### src/rtl/uio_arb_pkg.sv
// Shared types and helpers for the uio pad-bus arbiter.
//   arb_state_e : arbiter sequencing states
//   clog2       : elaboration-time ceiling log2 used to size counters/indices
package uio_arb_pkg;

  typedef enum logic [1:0] {
    IDLE = 2'd0,
    TURN = 2'd1,
    OWN  = 2'd2
  } arb_state_e;

  function automatic int clog2(input int v);
    int r;
    r = 0;
    while ((1 << r) < v) r++;
    return r;
  endfunction

endpackage

### src/rtl/uio_bus_arbiter_if.sv
// Handshake/bus bundle between the requesters, the pad bus and the arbiter.
//   req/wr/wdata : per-requester request, beat direction, write data (slice i = [i*DW +: DW])
//   gnt          : one-hot grant
//   bus_out/oe   : pad drive value and enable (all oe bits equal)
//   bus_in       : pad sample
//   rdata/rd_valid : registered read sample and one-hot valid
interface uio_bus_arbiter_if #(
  parameter int NREQ = 4,
  parameter int DW   = 8
);
  logic [NREQ-1:0]    req;
  logic [NREQ-1:0]    wr;
  logic [NREQ*DW-1:0] wdata;
  logic [NREQ-1:0]    gnt;
  logic [DW-1:0]      bus_out;
  logic [DW-1:0]      bus_oe;
  logic [DW-1:0]      bus_in;
  logic [DW-1:0]      rdata;
  logic [NREQ-1:0]    rd_valid;

  // requester/pad side
  modport master (
    output req, wr, wdata, bus_in,
    input  gnt, bus_out, bus_oe, rdata, rd_valid
  );

  // arbiter side
  modport slave (
    input  req, wr, wdata, bus_in,
    output gnt, bus_out, bus_oe, rdata, rd_valid
  );
endinterface

### src/rtl/rr_pick.sv
// Combinational round-robin picker.
//   req : request vector
//   ptr : highest-priority index
//   any : at least one request set
//   idx : first set request at or after ptr, searching circularly
module rr_pick
  import uio_arb_pkg::*;
#(
  parameter int NREQ = 4
) (
  input  logic [NREQ-1:0]          req,
  input  logic [clog2(NREQ)-1:0]   ptr,
  output logic                     any,
  output logic [clog2(NREQ)-1:0]   idx
);
  localparam int IW = clog2(NREQ);

  logic [NREQ-1:0] req_rot;
  logic [IW:0]     sum;

  // Rotate so bit k of req_rot is requester (ptr+k) mod NREQ.
  assign req_rot = NREQ'({req, req} >> ptr);

  always_comb begin
    any = 1'b0;
    idx = '0;
    sum = '0;
    // Descending scan: the lowest rotated offset wins.
    for (int k = NREQ - 1; k >= 0; k--) begin
      if (req_rot[k]) begin
        sum = {1'b0, ptr} + (IW+1)'(k);
        if (sum >= (IW+1)'(NREQ)) sum = sum - (IW+1)'(NREQ);
        any = 1'b1;
        idx = sum[IW-1:0];
      end
    end
  end
endmodule

### src/rtl/uio_bus_arbiter.sv
// Round-robin arbiter/sequencer for the shared bidirectional uio pad bus.
//   clk   : clock
//   reset : synchronous active-high reset
//   bus   : uio_bus_arbiter_if.slave (requests, grants, pad drive/sample, read return)
//
// state | meaning
// IDLE  | no owner; pick next requester at or after ptr
// TURN  | bus released, counting turnaround before ownership
// OWN   | owner granted; each cycle with its req high is one beat
module uio_bus_arbiter
  import uio_arb_pkg::*;
#(
  parameter int NREQ      = 4,
  parameter int DW        = 8,
  parameter int MAX_BURST = 4,
  parameter int TURN_CYC  = 1
) (
  input  logic             clk,
  input  logic             reset,
  uio_bus_arbiter_if.slave bus
);
  localparam int IW = clog2(NREQ);
  localparam int BW = clog2(MAX_BURST + 1);
  localparam int CW = 2;

  arb_state_e      state_q, state_d;
  logic [IW-1:0]   ptr_q, ptr_d;
  logic [IW-1:0]   owner_q, owner_d;
  logic [BW-1:0]   burst_q, burst_d;
  logic [CW-1:0]   cnt_q, cnt_d;
  logic [DW-1:0]   bus_out_q, bus_out_d;
  logic            bus_oe_q, bus_oe_d;
  logic [DW-1:0]   rdata_q, rdata_d;
  logic [NREQ-1:0] rd_valid_q, rd_valid_d;

  logic            pick_any;
  logic [IW-1:0]   pick_idx;
  logic [NREQ-1:0] owner_oh;
  logic            own_req;
  logic            own_wr;
  logic [DW-1:0]   own_wdata;
  logic            beat;
  logic            last_beat;

  rr_pick #(.NREQ(NREQ)) u_rr_pick (
    .req (bus.req),
    .ptr (ptr_q),
    .any (pick_any),
    .idx (pick_idx)
  );

  assign owner_oh = NREQ'(1) << owner_q;
  assign own_req  = |(bus.req & owner_oh);
  assign own_wr   = |(bus.wr & owner_oh);

  always_comb begin
    own_wdata = '0;
    for (int i = 0; i < NREQ; i++) begin
      if (owner_q == IW'(i)) own_wdata = bus.wdata[i*DW +: DW];
    end
  end

  assign beat      = (state_q == OWN) && own_req;
  assign last_beat = beat && (burst_q == BW'(MAX_BURST - 1));

  always_comb begin
    state_d    = state_q;
    ptr_d      = ptr_q;
    owner_d    = owner_q;
    burst_d    = burst_q;
    cnt_d      = cnt_q;
    bus_out_d  = bus_out_q;
    rdata_d    = rdata_q;
    bus_oe_d   = 1'b0;
    rd_valid_d = '0;

    case (state_q)
      IDLE: begin
        if (pick_any) begin
          owner_d = pick_idx;
          cnt_d   = CW'(TURN_CYC - 1);
          state_d = TURN;
        end
      end
      TURN: begin
        if (cnt_q == '0) begin
          state_d = OWN;
          burst_d = '0;
        end else begin
          cnt_d = cnt_q - CW'(1);
        end
      end
      OWN: begin
        if (beat) begin
          burst_d = burst_q + BW'(1);
          if (own_wr) begin
            bus_out_d = own_wdata;
            bus_oe_d  = 1'b1;
          end else begin
            rdata_d    = bus.bus_in;
            rd_valid_d = owner_oh;
          end
        end
        // Release on a dropped request or once the burst cap is reached;
        // the following IDLE cycle doubles as the re-arbitration cycle.
        if (!own_req || last_beat) begin
          state_d = IDLE;
          ptr_d   = (owner_q == IW'(NREQ - 1)) ? '0 : owner_q + IW'(1);
        end
      end
      default: state_d = IDLE;
    endcase
  end

  always_ff @(posedge clk) begin
    if (reset) begin
      state_q    <= IDLE;
      ptr_q      <= '0;
      owner_q    <= '0;
      burst_q    <= '0;
      cnt_q      <= '0;
      bus_out_q  <= '0;
      bus_oe_q   <= 1'b0;
      rdata_q    <= '0;
      rd_valid_q <= '0;
    end else begin
      state_q    <= state_d;
      ptr_q      <= ptr_d;
      owner_q    <= owner_d;
      burst_q    <= burst_d;
      cnt_q      <= cnt_d;
      bus_out_q  <= bus_out_d;
      bus_oe_q   <= bus_oe_d;
      rdata_q    <= rdata_d;
      rd_valid_q <= rd_valid_d;
    end
  end

  assign bus.gnt      = (state_q == OWN) ? owner_oh : '0;
  assign bus.bus_out  = bus_out_q;
  assign bus.bus_oe   = {DW{bus_oe_q}};
  assign bus.rdata    = rdata_q;
  assign bus.rd_valid = rd_valid_q;

endmodule

### src/flat_wrapper.sv
// flat-port wrapper written by rule: the top's interface ports become plain ports
module uio_bus_arbiter_flat import uio_arb_pkg::*;
#(
  parameter int NREQ      = 4,
  parameter int DW        = 8,
  parameter int MAX_BURST = 4,
  parameter int TURN_CYC  = 1
)
  (clk, reset, bus_req, bus_wr, bus_wdata, bus_bus_in, bus_gnt, bus_bus_out, bus_bus_oe, bus_rdata, bus_rd_valid);
  uio_bus_arbiter_if #(.NREQ(NREQ), .DW(DW)) bus_i ();
  input  logic clk;
  input  logic reset;
  input wire logic [$bits(bus_i.req)-1:0] bus_req;
  input wire logic [$bits(bus_i.wr)-1:0] bus_wr;
  input wire logic [$bits(bus_i.wdata)-1:0] bus_wdata;
  input wire logic [$bits(bus_i.bus_in)-1:0] bus_bus_in;
  output wire logic [$bits(bus_i.gnt)-1:0] bus_gnt;
  output wire logic [$bits(bus_i.bus_out)-1:0] bus_bus_out;
  output wire logic [$bits(bus_i.bus_oe)-1:0] bus_bus_oe;
  output wire logic [$bits(bus_i.rdata)-1:0] bus_rdata;
  output wire logic [$bits(bus_i.rd_valid)-1:0] bus_rd_valid;
  assign bus_i.req = bus_req;
  assign bus_i.wr = bus_wr;
  assign bus_i.wdata = bus_wdata;
  assign bus_i.bus_in = bus_bus_in;
  assign bus_gnt = bus_i.gnt;
  assign bus_bus_out = bus_i.bus_out;
  assign bus_bus_oe = bus_i.bus_oe;
  assign bus_rdata = bus_i.rdata;
  assign bus_rd_valid = bus_i.rd_valid;
  uio_bus_arbiter #(.NREQ(NREQ), .DW(DW), .MAX_BURST(MAX_BURST), .TURN_CYC(TURN_CYC)) u_core (.clk(clk), .reset(reset), .bus(bus_i));
endmodule
### config.mk
export PLATFORM = sky130hd
export DESIGN_NAME = uio_bus_arbiter_flat
export DESIGN_NICKNAME = d
export VERILOG_FILES = /design/src/rtl/uio_arb_pkg.sv /design/src/rtl/uio_bus_arbiter_if.sv /design/src/rtl/rr_pick.sv /design/src/rtl/uio_bus_arbiter.sv /design/src/flat_wrapper.sv
export SDC_FILE = /design/constraint.sdc
export NUM_CORES = 1
export LEC_CHECK = 0
export BUFFER_PORTS_ARGS = -buffer_cell sky130_fd_sc_hd__buf_2
export CAP_MARGIN = 5
export CORE_MARGIN = 5
export CORE_UTILIZATION = 35
export DETAILED_ROUTE_END_ITERATION = 8
export PLACE_DENSITY = 0.7
export SLEW_MARGIN = 0
export SYNTH_ARGS = -nofsm -noshare
export SYNTH_HDL_FRONTEND = slang
export SYNTH_SLANG_ARGS = --single-unit
### constraint.sdc
create_clock -name clk -period 2.2 [get_ports clk]
set_clock_uncertainty 0.05 [all_clocks]
set_input_delay 0.22 -clock clk [delete_from_list [all_inputs] [get_ports clk]]
set_output_delay 0.22 -clock clk [all_outputs]
set_load 0.02 [all_outputs]
==> impl_metrics.toml <==
[outcome]
status = "completed"

[timing]
maxClockFrequency_mhz = 489
rsz0062_at_grt = "no"
min_period_ns = 2.04
fin_max_slew_vios = 0
slew_headroom_pct = 54.8
setup_viol = 0
worst_hold_slack_ns = 0.125
final_clock_period_utilization_by_the_worst_path_pct = 92.9
actual_transition_at_the_worst_max_transition_pin_ns = 0.671
timing.setup.tns_ns = 0
final_hold_viol_count = 0

[clock_tree]
number_of_sinks_handled_by_clock_tree_synthesis = 32
clock_pin_slew_worst_setup_and_hold_paths_ns = 0.08
post_cts_repair_timing_setup_buffer_count = 0
cts_root_buffer = "sky130_fd_sc_hd__clkbuf_8"
hold_buffers = 0
cts_tree = "built"
clockBufferDepth = 2
cts-htree-levels = 2
clock_latency_on_the_worst_skew_pair_ns = 0.29
cts_made_buffers = 5
postCtsResizedCells = 0

[grt]
grt_pass1_wl_mm = 8.45
grt_start_max_net_pins = 34
grt_use_met2_pct = 24.5
gr-total-overflow = 0
grt_antenna_before_repair = 0
grt_util_all_layers_pct = 14.7
global_route.usage.met1_pct = 17.8
grt-busiest-layer = "met2"
number_of_global_route_vias_before_repair = 1851
met3_grt_util_pct = 5.54

[logic_synthesis]
post_synth_inst_count = 229
yosys-top-cells-area = "sky130_fd_sc_hd__dfxtp_1, sky130_fd_sc_hd__a21oi_1, sky130_fd_sc_hd__o21ai_0"
synth-adder-area-share_pct = 4.72
async_reset_ff_share_pct = 0
synth_cell_type_count = 40
yosys_most_used_dff = "sky130_fd_sc_hd__dfxtp_1"
number_of_nets_produced_by_synthesis = 286
muxShareOfSynthArea_pct = 0
netlist.area_leader.share_pct = 34.5
synth_area_um2 = 1860
syn_avg_cell_area_um2 = 8.11
seq_cells_post_synth = 32
number_of_flops_mapped_to_enable_cells_by_yosys = 0
synth_seq_area_share_pct = 34.5
synthesis.yosys.warnings = 0
main_combinational_cell_family_by_area_after_synthesis = "compound AO/OA/AOI/OAI gates"
simple_logic_cell_fraction_of_the_synthesized_area_pct = 21.8
synth_xor_area_share_pct = 0
synth_compound_gate_area_share_pct = 27.3
leading_area_contributor_after_synthesis = "sky130_fd_sc_hd__dfxtp_1"

[routing]
drcViolationCount = 0
drt.antenna.violating_nets = 0
initial_drc_count = 103
drt-pass1-iter-count = 4
num_vias = 1856
routed_via_density = 5.02
detail_route.wl_per_cell_um = 13.8
routed_wirelength_mm = 5.12

[power_and_ir_drop]
power.clock.fraction_pct = 38.5
comb_power_share_pct = 20.0
maximum_vdd_drop_uv = 321
p_leak_nw = 1.03
power.switching_fraction_pct = 28.6
powerDensity_nw_per_um2 = 624
netSwitchingPower_w = 0.000420
power_frac_seq_pct = 41.5
p_int_w = 0.00105

[layout]
n_antenna_cell = 0
synthToLayoutAreaGrowth_pct = 26.7
drive_gt1_share_pct = 35.7
finalNetCount = 356
post-route-util_pct = 45.8

[run]
cap_violations = 0

[floorplanning]
std_cell_rows = 26
initial_utilization_pct = 36.1
total_die_area_um2 = 6860
die_height_um = 82.8
die_width_um = 82.8
fp.coreArea_um2 = 5140
ioPinCount = 82

[critical_path]
start_kind = "flip-flop"
timing.setup.critical_path_class = "flip-flop to flip-flop"
worstSetupStartpoint = "u_core.owner_q[0]"
cp.buffers_inverters = 2
cp.arrival_ns = 2.21
series_of_cell_instances_along_the_critical_path = "inv_1, ha_1, a22oi_1, and2_1, buf_4, o21ai_0, a21oi_1"
critical_path.endpoint_type = "flip-flop"
critPathMaxFanout = 13
reg_to_reg_startpoint = "u_core.owner_q[0]"
crit_required_ns = 2.36
critPathTopFamily = "compound AO/OA/AOI/OAI gates"
critical_path.max_stage_delay_ns = 0.41
slowest_cell_on_crit_path = "sky130_fd_sc_hd__dfxtp_1"

[hold_path]
holdCritStartpoint = "bus_bus_in[5]"
type_of_the_tightest_min_delay_check = "primary input to flip-flop"

[place]
buffer_ports.inserted = 81
gp_congestion = 0.854
dpl.hpwl_mm = 3.85
[routing by layer]
layer	wire length, um	part of all wire (%)	vias up
met5	0	0	-
li1	-	-	941
met3	374	7.3	4
met1	2290	45	848
met2	2410	47	63
met4	42	0.82	0
[worst register-to-register path, delay by kind of cell (launching register included)]
| kind | cells | cell delay (ns) |
|---|---|---|
| fa+ha+maj | 1 | 0.36 |
| flops | 1 | 0.41 |
| compound gates | 3 | 0.52 |
| buf+inv | 2 | 0.30 |
| simple gates | 1 | 0.35 |
[registers in the layout, indices dropped and copies added, names as in the netlist]
| name | cells |
|---|---|
| u_core.ptr_q | 2 |
| u_core.bus.rdata | 8 |
| u_core.bus.rd_valid | 4 |
| u_core.burst_q | 3 |
| u_core.cnt_q | 2 |
| u_core.owner_q | 2 |
| u_core.bus_oe_q | 1 |
| u_core.state_q | 2 |
| u_core.bus.bus_out | 8 |
[stage by stage]
step | cells | area [um2] | setup slack, ns | power (W)
final | 370 | 2350 | 0.157 | 0.00147
after global routing | 370 | 2350 | 0.0262 | 0.00154
after CTS | 370 | 2350 | 0.181 | 0.00148
after detailed placement | 362 | 2240 | 0.183 | 0.000914
after global placement | 362 | 2240 | 0.301 | 0.000912
after floorplan | 229 | 1860 | 0.545 | 0.000817
[area by class of cell]
class | count | area, um2
fillers | 549 | 2790
flip-flops and latches | 32 | 641
well taps | 70 | 87.6
multi-input cells | 157 | 1000
repair buffers | 87 | 450
inverters | 16 | 60.1
clock buffers | 5 | 68.8
clock inverters | 3 | 42.5
[logic make-up after synthesis]
group,count (synthesis)
buffers and inverters,40
AOI/OAI and AO/OA,77
DFF,32
adders and majority gates,7
and+or+nand+nor,73
[synth_stat cells (2+ instances only)]
cell type	number
sky130_fd_sc_hd__a21oi_1	32
sky130_fd_sc_hd__dfxtp_1	32
sky130_fd_sc_hd__nand2_1	21
sky130_fd_sc_hd__o21ai_0	19
sky130_fd_sc_hd__inv_1	16
sky130_fd_sc_hd__nand3_1	12
sky130_fd_sc_hd__nor3b_1	11
sky130_fd_sc_hd__buf_4	10
sky130_fd_sc_hd__nand4_1	8
sky130_fd_sc_hd__o211ai_1	8
sky130_fd_sc_hd__ha_1	7
sky130_fd_sc_hd__clkbuf_1	6
sky130_fd_sc_hd__and2_1	5
sky130_fd_sc_hd__nor2_1	4
sky130_fd_sc_hd__buf_2	3
sky130_fd_sc_hd__nand2b_1	3
sky130_fd_sc_hd__nand3b_1	3
sky130_fd_sc_hd__a21o_2	2
sky130_fd_sc_hd__a21oi_2	2
sky130_fd_sc_hd__a221oi_1	2
sky130_fd_sc_hd__a22oi_4	2
sky130_fd_sc_hd__buf_6	2
sky130_fd_sc_hd__nor2b_1	2
[power groups by stage]
stage	Sequential [W]	Combinational [W]	Clock, W
6_report	0.000609	0.000294	0.000565
5_1_grt	0.000611	0.000323	0.000607
4_1_cts	0.000609	0.000293	0.000579
3_5_place_dp	0.000622	0.000292	0
3_3_place_gp	0.000621	0.000290	0
2_1_floorplan	0.000627	0.000190	0
[worst paths after layout]
path                                 to  slack, ns  cells past startpoint
setup / recovery  u_core.bus.bus_out[3]       0.16                      7
hold / removal      u_core.bus.rdata[5]       0.13                      3
setup reg to reg  u_core.bus.bus_out[3]       0.16                      7
hold reg to reg       u_core.burst_q[2]       0.42                      2
[placed cells by master, fill, tap and decap left out, types with 4 or more instances in the layout]
master / n
sky130_fd_sc_hd__ha_1: 7
sky130_fd_sc_hd__nand4_1: 8
sky130_fd_sc_hd__buf_2: 81
sky130_fd_sc_hd__nand3_1: 12
sky130_fd_sc_hd__inv_1: 16
sky130_fd_sc_hd__nor2_1: 4
sky130_fd_sc_hd__a21oi_1: 32
sky130_fd_sc_hd__and2_1: 5
sky130_fd_sc_hd__clkbuf_8: 5
sky130_fd_sc_hd__nand2_1: 20
sky130_fd_sc_hd__o21ai_0: 19
sky130_fd_sc_hd__o211ai_1: 8
sky130_fd_sc_hd__buf_4: 6
sky130_fd_sc_hd__nor3b_1: 11
sky130_fd_sc_hd__dfxtp_1: 32
(Power assumes the default switching activity.)
